**src/rtl/sy_pkg.sv**
```systemverilog
// Shared front-end types: address width, BTB index geometry, BTB update record.
// Latency: n/a (types and constants only).
// Backpressure: n/a.
package sy_pkg;

  localparam int AWTH        = 32;
  // BTB geometry shared by the BTB array and its update controller.
  localparam int BTB_IDX_LSB = 4;
  localparam int BTB_IDX_WTH = 9;

  typedef struct packed {
    logic            vld;
    logic [AWTH-1:0] pc;
    logic [AWTH-1:0] target_address;
  } btb_update_t;

endpackage

```
**src/rtl/sy_ppl_btb_upd_fifo.sv**
```systemverilog
// Two-write, one-read FIFO of BTB updates with occupancy count.
// Latency: a written entry is visible at the head on the following cycle.
// Backpressure: none internally; the caller must never write more entries than DEPTH - count.
module sy_ppl_btb_upd_fifo
  import sy_pkg::*;
#(
  parameter int DEPTH = 4
) (
  input  logic                       clk_i,
  input  logic                       rst_i,
  input  logic                       clr_i,
  input  logic                       wr0_vld_i,
  input  btb_update_t                wr0_dat_i,
  input  logic                       wr1_vld_i,
  input  btb_update_t                wr1_dat_i,
  input  logic                       rd_i,
  output btb_update_t                rd_dat_o,
  output logic [$clog2(DEPTH):0]     count_o,
  output logic                       full_o,
  output logic                       empty_o
);

  localparam int PW = $clog2(DEPTH);
  localparam int CW = PW + 1;

  btb_update_t         mem_q [DEPTH];
  btb_update_t         mem_d [DEPTH];
  logic [PW-1:0]       wptr_q, wptr_d;
  logic [PW-1:0]       rptr_q, rptr_d;
  logic [CW-1:0]       count_q, count_d;
  logic [PW-1:0]       wptr_nx;

  // Next-state for storage, pointers and count; clear overrides everything.
  always_comb begin
    mem_d   = mem_q;
    wptr_d  = wptr_q;
    rptr_d  = rptr_q;
    count_d = count_q;
    wptr_nx = wptr_q + PW'(1);
    if (clr_i) begin
      wptr_d  = '0;
      rptr_d  = '0;
      count_d = '0;
    end else begin
      // Slot 1 is only ever used together with slot 0, so it lands right behind it.
      if (wr0_vld_i) mem_d[wptr_q]  = wr0_dat_i;
      if (wr1_vld_i) mem_d[wptr_nx] = wr1_dat_i;
      wptr_d  = wptr_q + PW'(wr0_vld_i) + PW'(wr1_vld_i);
      rptr_d  = rptr_q + PW'(rd_i);
      count_d = count_q + CW'(wr0_vld_i) + CW'(wr1_vld_i) - CW'(rd_i);
    end
  end

  // State registers.
  always_ff @(posedge clk_i or negedge rst_i) begin
    if (!rst_i) begin
      for (int i = 0; i < DEPTH; i++) mem_q[i] <= '0;
      wptr_q  <= '0;
      rptr_q  <= '0;
      count_q <= '0;
    end else begin
      for (int i = 0; i < DEPTH; i++) mem_q[i] <= mem_d[i];
      wptr_q  <= wptr_d;
      rptr_q  <= rptr_d;
      count_q <= count_d;
    end
  end

  assign rd_dat_o = mem_q[rptr_q];
  assign count_o  = count_q;
  assign full_o   = (count_q == CW'(DEPTH));
  assign empty_o  = (count_q == '0);

endmodule

```
**src/rtl/sy_ppl_btb_upd_ctrl.sv**
```systemverilog
// Funnels dual-slot retire BTB updates into the single BTB write port (merge, queue, defer, drop count).
// Latency: 2 cycles input to btb_update_o when idle, 3 when the head is deferred by a fetch index collision.
// Backpressure: none upstream; updates arriving with no free entry are dropped and counted.
module sy_ppl_btb_upd_ctrl
  import sy_pkg::*;
#(
  parameter int DEPTH   = 4,
  parameter int IDX_WTH = BTB_IDX_WTH,
  parameter int IDX_LSB = BTB_IDX_LSB,
  parameter int CNT_WTH = 16
) (
  input  logic                clk_i,
  input  logic                rst_i,
  input  logic                flush_i,
  input  btb_update_t         upd0_i,
  input  btb_update_t         upd1_i,
  input  logic [AWTH-1:0]     fetch_vaddr_i,
  output btb_update_t         btb_update_o,
  output logic [CNT_WTH-1:0]  drop_cnt_o,
  output logic                busy_o
);

  localparam int CW = $clog2(DEPTH) + 1;

  if ((DEPTH < 2) || ((DEPTH & (DEPTH - 1)) != 0)) begin : g_bad_depth
    $error("sy_ppl_btb_upd_ctrl: DEPTH must be a power of 2 and at least 2");
  end

  btb_update_t          out_q, out_d;
  logic                 defer_q, defer_d;
  logic [CNT_WTH-1:0]   drop_q, drop_d;

  logic                 cand0, cand1;
  logic                 wr0_vld, wr1_vld;
  btb_update_t          wr0_dat, wr1_dat;
  logic [1:0]           n_drop;
  logic [CW-1:0]        free;
  logic [CNT_WTH:0]     drop_sum;

  btb_update_t          head;
  logic [CW-1:0]        fifo_count;
  logic                 fifo_full, fifo_empty;
  logic                 pop;
  logic                 collide;

  logic                 unused_bits;
  assign unused_bits = ^{fifo_full, fetch_vaddr_i};

  // Merge, compact and admit retire candidates against the free space seen at cycle start.
  always_comb begin
    // Younger slot wins a same-PC pair; the older one is silently superseded.
    cand0   = upd0_i.vld & ~(upd1_i.vld & (upd0_i.pc == upd1_i.pc)) & ~flush_i;
    cand1   = upd1_i.vld & ~flush_i;
    free    = CW'(DEPTH) - fifo_count;
    wr0_vld = 1'b0;
    wr1_vld = 1'b0;
    wr0_dat = upd0_i;
    wr1_dat = upd1_i;
    n_drop  = 2'd0;
    if (cand0 && cand1) begin
      if (free >= CW'(2)) begin
        wr0_vld = 1'b1;
        wr1_vld = 1'b1;
      end else if (free == CW'(1)) begin
        wr0_vld = 1'b1;
        n_drop  = 2'd1;
      end else begin
        n_drop  = 2'd2;
      end
    end else if (cand0 || cand1) begin
      wr0_dat = cand0 ? upd0_i : upd1_i;
      if (free != '0) wr0_vld = 1'b1;
      else            n_drop  = 2'd1;
    end
  end

  // Head drain: yield once to a colliding fetch read, then write regardless.
  always_comb begin
    collide = (head.pc[IDX_LSB +: IDX_WTH] == fetch_vaddr_i[IDX_LSB +: IDX_WTH]);
    out_d   = '0;
    defer_d = defer_q;
    pop     = 1'b0;
    if (flush_i) begin
      defer_d = 1'b0;
    end else if (!fifo_empty) begin
      if (collide && !defer_q) begin
        defer_d = 1'b1;
      end else begin
        pop       = 1'b1;
        out_d     = head;
        out_d.vld = 1'b1;
        defer_d   = 1'b0;
      end
    end
  end

  // Saturating drop counter; survives flush so lost training is still visible.
  always_comb begin
    drop_sum = {1'b0, drop_q} + (CNT_WTH + 1)'(n_drop);
    drop_d   = drop_sum[CNT_WTH] ? '1 : drop_sum[CNT_WTH-1:0];
  end

  // Output, defer flag and drop counter registers.
  always_ff @(posedge clk_i or negedge rst_i) begin
    if (!rst_i) begin
      out_q   <= '0;
      defer_q <= 1'b0;
      drop_q  <= '0;
    end else begin
      out_q   <= out_d;
      defer_q <= defer_d;
      drop_q  <= drop_d;
    end
  end

  sy_ppl_btb_upd_fifo #(
    .DEPTH (DEPTH)
  ) u_fifo (
    .clk_i     (clk_i),
    .rst_i     (rst_i),
    .clr_i     (flush_i),
    .wr0_vld_i (wr0_vld),
    .wr0_dat_i (wr0_dat),
    .wr1_vld_i (wr1_vld),
    .wr1_dat_i (wr1_dat),
    .rd_i      (pop),
    .rd_dat_o  (head),
    .count_o   (fifo_count),
    .full_o    (fifo_full),
    .empty_o   (fifo_empty)
  );

  assign btb_update_o = out_q;
  assign drop_cnt_o   = drop_q;
  assign busy_o       = ~fifo_empty | out_q.vld;

endmodule

```
**config.mk**
```make
export PLATFORM = sky130hd
export DESIGN_NAME = sy_ppl_btb_upd_ctrl
export DESIGN_NICKNAME = d
export VERILOG_FILES = /design/src/rtl/sy_pkg.sv /design/src/rtl/sy_ppl_btb_upd_fifo.sv /design/src/rtl/sy_ppl_btb_upd_ctrl.sv
export SDC_FILE = /design/constraint.sdc
export NUM_CORES = 1
export LEC_CHECK = 0
export CAP_MARGIN = 25
export CELL_PAD_IN_SITES_DETAIL_PLACEMENT = 1
export CELL_PAD_IN_SITES_GLOBAL_PLACEMENT = 2
export CORE_UTILIZATION = 35
export DETAILED_ROUTE_END_ITERATION = 8
export GPL_ROUTABILITY_DRIVEN = 0
export PLACE_DENSITY_LB_ADDON = 0.1
export SYNTH_ARGS = -nofsm -noshare
export SYNTH_HDL_FRONTEND = slang
export SYNTH_SLANG_ARGS = --single-unit
```
**constraint.sdc**
```tcl
create_clock -name clk_i -period 4.23 [get_ports clk_i]
set_input_delay 0.846 -clock clk_i [delete_from_list [all_inputs] [get_ports clk_i]]
set_output_delay 0.846 -clock clk_i [all_outputs]
set_load 0.005 [all_outputs]
```
# == Yosys cells after proc, flatten, opt, wreduce, memory -nomap -nowiden ==
# Index checks and enable logic that the tools add are counted.
# classes
eq_ne,4
addsub,9
n_bitwise,11
n_reduce_logical,8
order_cmp,6
n_mux,40
# ops
op,n
2-to-1 mux 260 bit,3
bitwise mux 260 bit,2
2-to-1 mux 65 bit,8
demux 65 bit (select 2 bit),2
binary-select mux 65 bit (select 2 bit),1
2-to-1 mux 64 bit,2
== test 32 bit,1
adder 16 x 2 -> 17 bit,1
2-to-1 mux 16 bit,1
2-to-1 mux 1 bit,15
2-to-1 mux 2 bit,5
== test 9 bit,1
>= comparator 3 bit (second input constant),3
inverter 2 -> 3 bit,3
adder 2 x 1 -> 2 bit,3
adder 3 x 1 -> 3 bit,2
less-than comparator 3 x 1 -> 1 bit (second input constant),2
bitwise AND 1 bit,4
logical AND 1 bit,4
== test 3 x 1 -> 1 bit (second input constant),1
>= comparator 3 x 2 -> 1 bit (second input constant),1
logical NOT 3 bit,1
2-to-1 mux 3 bit,1
inverter 1 bit,3
8 further kinds,8
# totals
in_bits,165
out_inout_bits,82
ff_bits,349
wordCells,98

# == Longest topological paths before layout ==
# depth
depth_word,13
mapped_depth,17
ltp_nobuf,17

# == By module ==
# A second synthesis with hierarchy kept.
# unflattened
cells_unflattened,1454
area_unflattened_um2,18876.9
# by_module_without_submodules
mod,area_each_um2,instances,seq_area_each_um2,cells_per_inst
sy_ppl_btb_upd_fifo,14555.2,1,6681.4,1078
sy_ppl_btb_upd_ctrl,4321.6,1,2052.0,376

# == Least setup slack after synthesis ==
# No wires, ideal clock.
# synth_path
path_type,input -> register
start,input upd0_i[53] in the netlist's numbering
end,register drop_q[11] (netlist: drop_cnt_o[11])
path_slack_ps,96
stages,16
t_required_ps,4162
setup_time_ps,68
arrival_ps,4066
path_buffers,1
path_cell_list,xor2_1 > nor4_1 > nand4_1 > o31ai_4 > nand3_1 > o21ai_0 > nand2_1 > a21oi_1 > ha_1 > inv_1 > fa_1 > nor3b_1 > nand3_1 > or3_1 > clkbuf_1 > nand2_1
# synth_via
elab_chain_cells,10
elab_cells_between_ends,11
cone_classes,1 x add/sub; 1 x eq/ne; 3 x mux; 4 x bitwise; 2 x reduce/logical
# synth_rtl
item,line_no,text
start: declaration,sy_ppl_btb_upd_ctrl.sv:15,"input btb_update_t upd0_i,"
== test 32 bit (*),sy_ppl_btb_upd_ctrl.sv:52,cand0 = upd0_i.vld & ~(upd1_i.vld & (upd0_i.pc == upd1_i.pc)) & ~flush_i;
bitwise AND 1 bit (*),sy_ppl_btb_upd_ctrl.sv:52,
inverter 1 bit (*),sy_ppl_btb_upd_ctrl.sv:52,
bitwise AND 1 bit (*) (2 in a row),sy_ppl_btb_upd_ctrl.sv:52,
logical OR 1 bit,sy_ppl_btb_upd_ctrl.sv:70,end else if (cand0 || cand1) begin
2-to-1 mux 1 bit,sy_ppl_btb_upd_ctrl.sv:70,
2-to-1 mux 2 bit (*),sy_ppl_btb_upd_ctrl.sv:60,if (cand0 && cand1) begin
adder 16 x 2 -> 17 bit (*),sy_ppl_btb_upd_ctrl.sv:99,"drop_sum = {1'b0, drop_q} + (CNT_WTH + 1)'(n_drop);"
2-to-1 mux 16 bit (*),sy_ppl_btb_upd_ctrl.sv:100,drop_d = drop_sum[CNT_WTH] ? '1 : drop_sum[CNT_WTH-1:0];
named net drop_d[11],sy_ppl_btb_upd_ctrl.sv:31,"logic [CNT_WTH-1:0] drop_q, drop_d;"
end signal: assignment,sy_ppl_btb_upd_ctrl.sv:112,drop_q <= drop_d;
end: declaration,sy_ppl_btb_upd_ctrl.sv:31,
# Mark *: on every way through the listed nets, which the timed path passes. The rest lies on a longest branch.
# A chain may end at the register's enable or synchronous reset.

# == Final worst setup path ==
# layout_path
start,input upd0_i[41] in the netlist's numbering
end,register drop_q[12] (netlist: drop_cnt_o[12])
# Same word-level chain as after synthesis.

==> run summary <==
The flow ran to the end, and the final reports show no timing, DRC or antenna violations. The met2 demand-to-capacity share in global routing came out at 0.415. TritonCTS built the clock tree. In the routed layout, each cell is associated on average with a via count of 5.45.

The tools report the final count of pins violating max slew as 0. The overall die height was 226 microns. In this run the critical register-to-register path is captured at u_fifo.count_o[1]. STA puts the critical path data required time at 4.67 ns. The number of buffers added by the clock tree synthesis step is 42, and the total via count in the routed design is 13900. 247 I/O pins were placed. The start point of the critical path was upd0_i[41]. The category of the most critical setup path is in2reg. The area growth from synthesis to layout is 34.6%. Summing every instance area after synthesis gives 17500 sq um. The run gives 95 as the largest net degree at the start of global routing. The logs give 15200 for the number of global-route vias before repair and 4.48 ns for the arrival time at the worst endpoint. The most used routing layer in global routing is met2.

Port buffering added 223 buffers. The first global-routing pass estimated 95800 microns of wire. The portion of the clock cycle consumed by the worst path in the final layout is 0.956. The logs give 0 for the final number of setup-violating endpoints and -0.862 ns for the pre-CTS worst setup slack. The logs give 51000 sq um for the full die area and 0.492 for the sequential share of the synthesized area.

STA classifies the critical path endpoint as a flip-flop. CTS saw 345 sinks. The summed negative setup slack over all endpoints is 0 ns. For this run, the post-layout net count is 2030. Among all flip-flop cells after synthesis, the most frequent one is sky130_fd_sc_hd__dfrtp_1. Summing all non-filler instances in the final layout gives an area of 23600 sq um. The global-route track usage on met3 was 0.0353; the clock edge transition at the registers on the reported setup and hold paths was 0.05 ns. The logs give 0 for the number of DRC violations after detailed routing and 49200 sq um for the area of the core region. After the flow finishes, the layout carries non-filler instances totaling 2547.

The slew of the pin with the lowest slew margin came out at 0.998 ns. The worst setup path endpoint was drop_cnt_o[12]. The tools report the distinct cell type count after synthesis as 46. For the initial antenna violation count, the log shows 0. The H-tree generated during clock tree synthesis spans 2 levels.

The tools report the remaining global-route overflow as 0. In this run the worst path has a maximum fanout of 9. The tools report the root buffer cell as sky130_fd_sc_hd__clkbuf_16. The Yosys step of the flow raised 0 warnings. The global routing met1 resource utilization is 0.341, and the async set-or-reset flop fraction in the synthesized netlist is 1.00.

Number of cells on the worst reg-to-reg path: 13. After filler insertion, the fill cell instance count of the layout stands at 5182. The number of synthesized flops with an enable pin was 0.

Power spread over the standard cell area amounts to 616 nW/um^2. In this run the register-to-register setup slack is 0.53 ns. The detail route stage leaves a number of antenna-violating nets equal to 0.

The shortest clock period the worst path allows after layout works out to 4.04 ns. The maximum ir drop on the vdd rail was 0.242 mV; the total placed cells including tap cells was 2470. After the first detailed-routing iteration, the DRC count stood at 860. After synthesis the netlist holds a flip-flop and latch count of 345. The number of instances in the synthesized netlist was 1486.

The final critical-path setup slack is 0.185 ns, and the row count is 81. The number of hold buffers added after CTS was 0. The average instance area after synthesis was 11.8 sq um. The tools report the startpoint type of the worst setup path as an input port.

The worst slew margin relative to its limit is 0.335, and the sum of routed wire length over all layers is 61900 microns. The starting utilization of the core area is 0.357, and the global routing usage summed across all routing layers is 0.250. The min-delay analysis places its worst path in the category in2async.

The number of nets in the synthesized netlist is 1664. The setup skew after layout is 0.0155 ns, and the die extent in x is 226 microns. The tools report the area taken by multi-input logic gates as 7840 sq um. The total half-perimeter wirelength after legalization and detailed placement came out at 39400 microns. The first-pass iteration count of the detailed router was 5; the worst-case clock buffer depth was 3. For the leakage power figure, the log shows 10.0 nW. The startpoint identified for the worst register-to-register timing path is u_fifo.rptr_q[0].

The number of maximum-capacitance violations was 0. The highest attainable clock frequency came out at 0.247 GHz. After detailed routing, the average wire length per cell comes to 24.3 microns. The hold violation count in the final report came out at 0. The sequential cells in the finished layout cover a total of 8640 sq um. At the later pin of the worst-skew pair, clock insertion delay measures 0.56 ns.

The placed instances occupy a cell area of 22100 sq um. The fraction of final layout cells with drive strength greater than 1 was 0.234.
==> power by group <==
| part | switching, mW | leakage [nW] | internal [mW] | total [mW] |
|---|---|---|---|---|
| combinational | 2.24 | 5.43 | 3.11 | 5.35 |
| sequential | 0.824 | 3.88 | 4.72 | 5.54 |
| clock | 1.47 | 0.687 | 2.19 | 3.66 |
| total | 4.53 | 10.0 | 10.0 | 14.6 |
==> worst max-delay path: stages <==
cell                              delay (ns)
sky130_fd_sc_hd__clkdlybuf4s50_1        0.51
sky130_fd_sc_hd__xor2_1                 0.41
sky130_fd_sc_hd__nor4_2                 0.11
sky130_fd_sc_hd__nand4_1                0.12
sky130_fd_sc_hd__buf_6                  0.12
sky130_fd_sc_hd__o31ai_4                0.07
sky130_fd_sc_hd__buf_4                  0.17
sky130_fd_sc_hd__or3_1                  0.33
sky130_fd_sc_hd__a21oi_2                0.16
sky130_fd_sc_hd__buf_4                  0.15
sky130_fd_sc_hd__ha_2                   0.18
sky130_fd_sc_hd__inv_1                  0.05
sky130_fd_sc_hd__fa_2                   0.34
sky130_fd_sc_hd__nor3b_2                0.20
sky130_fd_sc_hd__nand3_1                0.13
sky130_fd_sc_hd__buf_6                  0.16
sky130_fd_sc_hd__nor2_2                 0.10
sky130_fd_sc_hd__mux2_2                 0.33
==> cell type report <==
cell class / instances / area share
clock inverters: 10 / 0.00440
repair buffers: 434 / 0.186
clock buffers: 64 / 0.0540
multi-input cells: 887 / 0.332
diodes: 1 / 0.000106
inverters: 142 / 0.0226
well taps: 664 / 0.0352
flip-flops and latches: 345 / 0.366
==> sequential cells by signal, summed over array words and instances (netlist names) <==
name,cells
btb_update_o,65
u_fifo.wptr_q,2
u_fifo.rptr_q,2
u_fifo.mem_q,256
u_fifo.count_o,3
drop_cnt_o,16
defer_q,1
==> per-stage QoR <==
stage	utilization	power, mW	hold WS, ns
final	0.480	14.6	0.293
after CTS	0.479	14.7	0.302
after global routing	0.480	15.4	0.350
after floorplan	-	8.62	0.502
after detailed placement	0.450	11.0	0.519
after global placement	0.450	10.8	0.511
==> how the worst min path moves through the flow <==
stage	endpoint	cells after the start	slack, ns	start
floorplan	u_fifo.mem_q[0]	2	0.50	u_fifo.mem_q[0]
global placement	u_fifo.mem_q[131]	2	0.51	u_fifo.mem_q[131]
detailed placement	u_fifo.mem_q[142]	2	0.52	u_fifo.mem_q[142]
CTS	btb_update_o[38]	1	0.30	rst_i
global route	btb_update_o[38]	1	0.35	rst_i
finish	btb_update_o[38]	1	0.29	rst_i
==> cells in the mapped netlist, types with 2 or more instances <==
cell	number	share of area
sky130_fd_sc_hd__and2_1	10	0.0036
sky130_fd_sc_hd__a221oi_2	60	0.051
sky130_fd_sc_hd__a21o_1	2	0.00086
sky130_fd_sc_hd__xor2_1	45	0.022
sky130_fd_sc_hd__o221a_2	8	0.0051
sky130_fd_sc_hd__o221a_1	120	0.077
sky130_fd_sc_hd__mux4_2	64	0.082
sky130_fd_sc_hd__nor2_1	141	0.030
sky130_fd_sc_hd__ha_1	9	0.0064
sky130_fd_sc_hd__inv_1	142	0.030
sky130_fd_sc_hd__buf_6	26	0.017
sky130_fd_sc_hd__buf_2	13	0.0037
sky130_fd_sc_hd__nor2b_1	61	0.022
sky130_fd_sc_hd__buf_1	6	0.0013
sky130_fd_sc_hd__a221oi_1	68	0.034
sky130_fd_sc_hd__nor3b_1	2	0.00086
sky130_fd_sc_hd__a21oi_1	3	0.00086
sky130_fd_sc_hd__or3_1	3	0.0011
sky130_fd_sc_hd__and3_1	4	0.0014
sky130_fd_sc_hd__mux2i_1	64	0.037
sky130_fd_sc_hd__nand2_1	157	0.034
sky130_fd_sc_hd__nand3_1	11	0.0031
sky130_fd_sc_hd__dfrtp_1	345	0.49
sky130_fd_sc_hd__fa_1	4	0.0046
sky130_fd_sc_hd__clkbuf_1	57	0.012
sky130_fd_sc_hd__xnor2_1	10	0.0050
sky130_fd_sc_hd__nand2b_1	6	0.0021
sky130_fd_sc_hd__buf_4	10	0.0043
sky130_fd_sc_hd__nor3_1	7	0.0020
sky130_fd_sc_hd__nor4_1	9	0.0032
sky130_fd_sc_hd__o31a_1	2	0.0010
sky130_fd_sc_hd__o21ai_0	3	0.00086
==> cells in the final DEF (no fill, tap or decap), drive strengths merged, types with 61 or more instances in the layout <==
cell,count
mux4,64
buf,212
nor2,141
clkdlybuf4s50,221
nand2,157
dfrtp,345
o221a,128
mux2i,64
a221oi,128
inv,143
nor2b,61
clkbuf,64
==> logic make-up (layout without fill, tap and decap cells) <==
family                   after synthesis  after routing  synth area share
XOR/XNOR                              55             55            0.0275
buffers and inverters                254            650            0.0686
AO/OA/AOI/OAI                        272            272             0.175
other                                  0              1                 0
AND/OR/NAND/NOR                      418            418             0.107
adder cells (fa/ha/maj)               13             13            0.0110
flip-flops                           345            345             0.492
multiplexers                         129            129             0.119
==> routing by layer <==
layer  part of all wire  vias to the layer above  wire length, microns
met5                  0                        -                     0
met4              0.019                        0                  1180
met3              0.043                       88                  2660
met2               0.49                      341                 30200
met1               0.45                     7332                 27900
li1                   -                     6123                     -
==> what timing repair did <==
item	CTS	global route
gates resized for setup	3	12
setup endpoints to repair	15	15
buffers inserted	1	1
pin swaps	1	4
cloned	0	0
(Power assumes the default switching activity.)
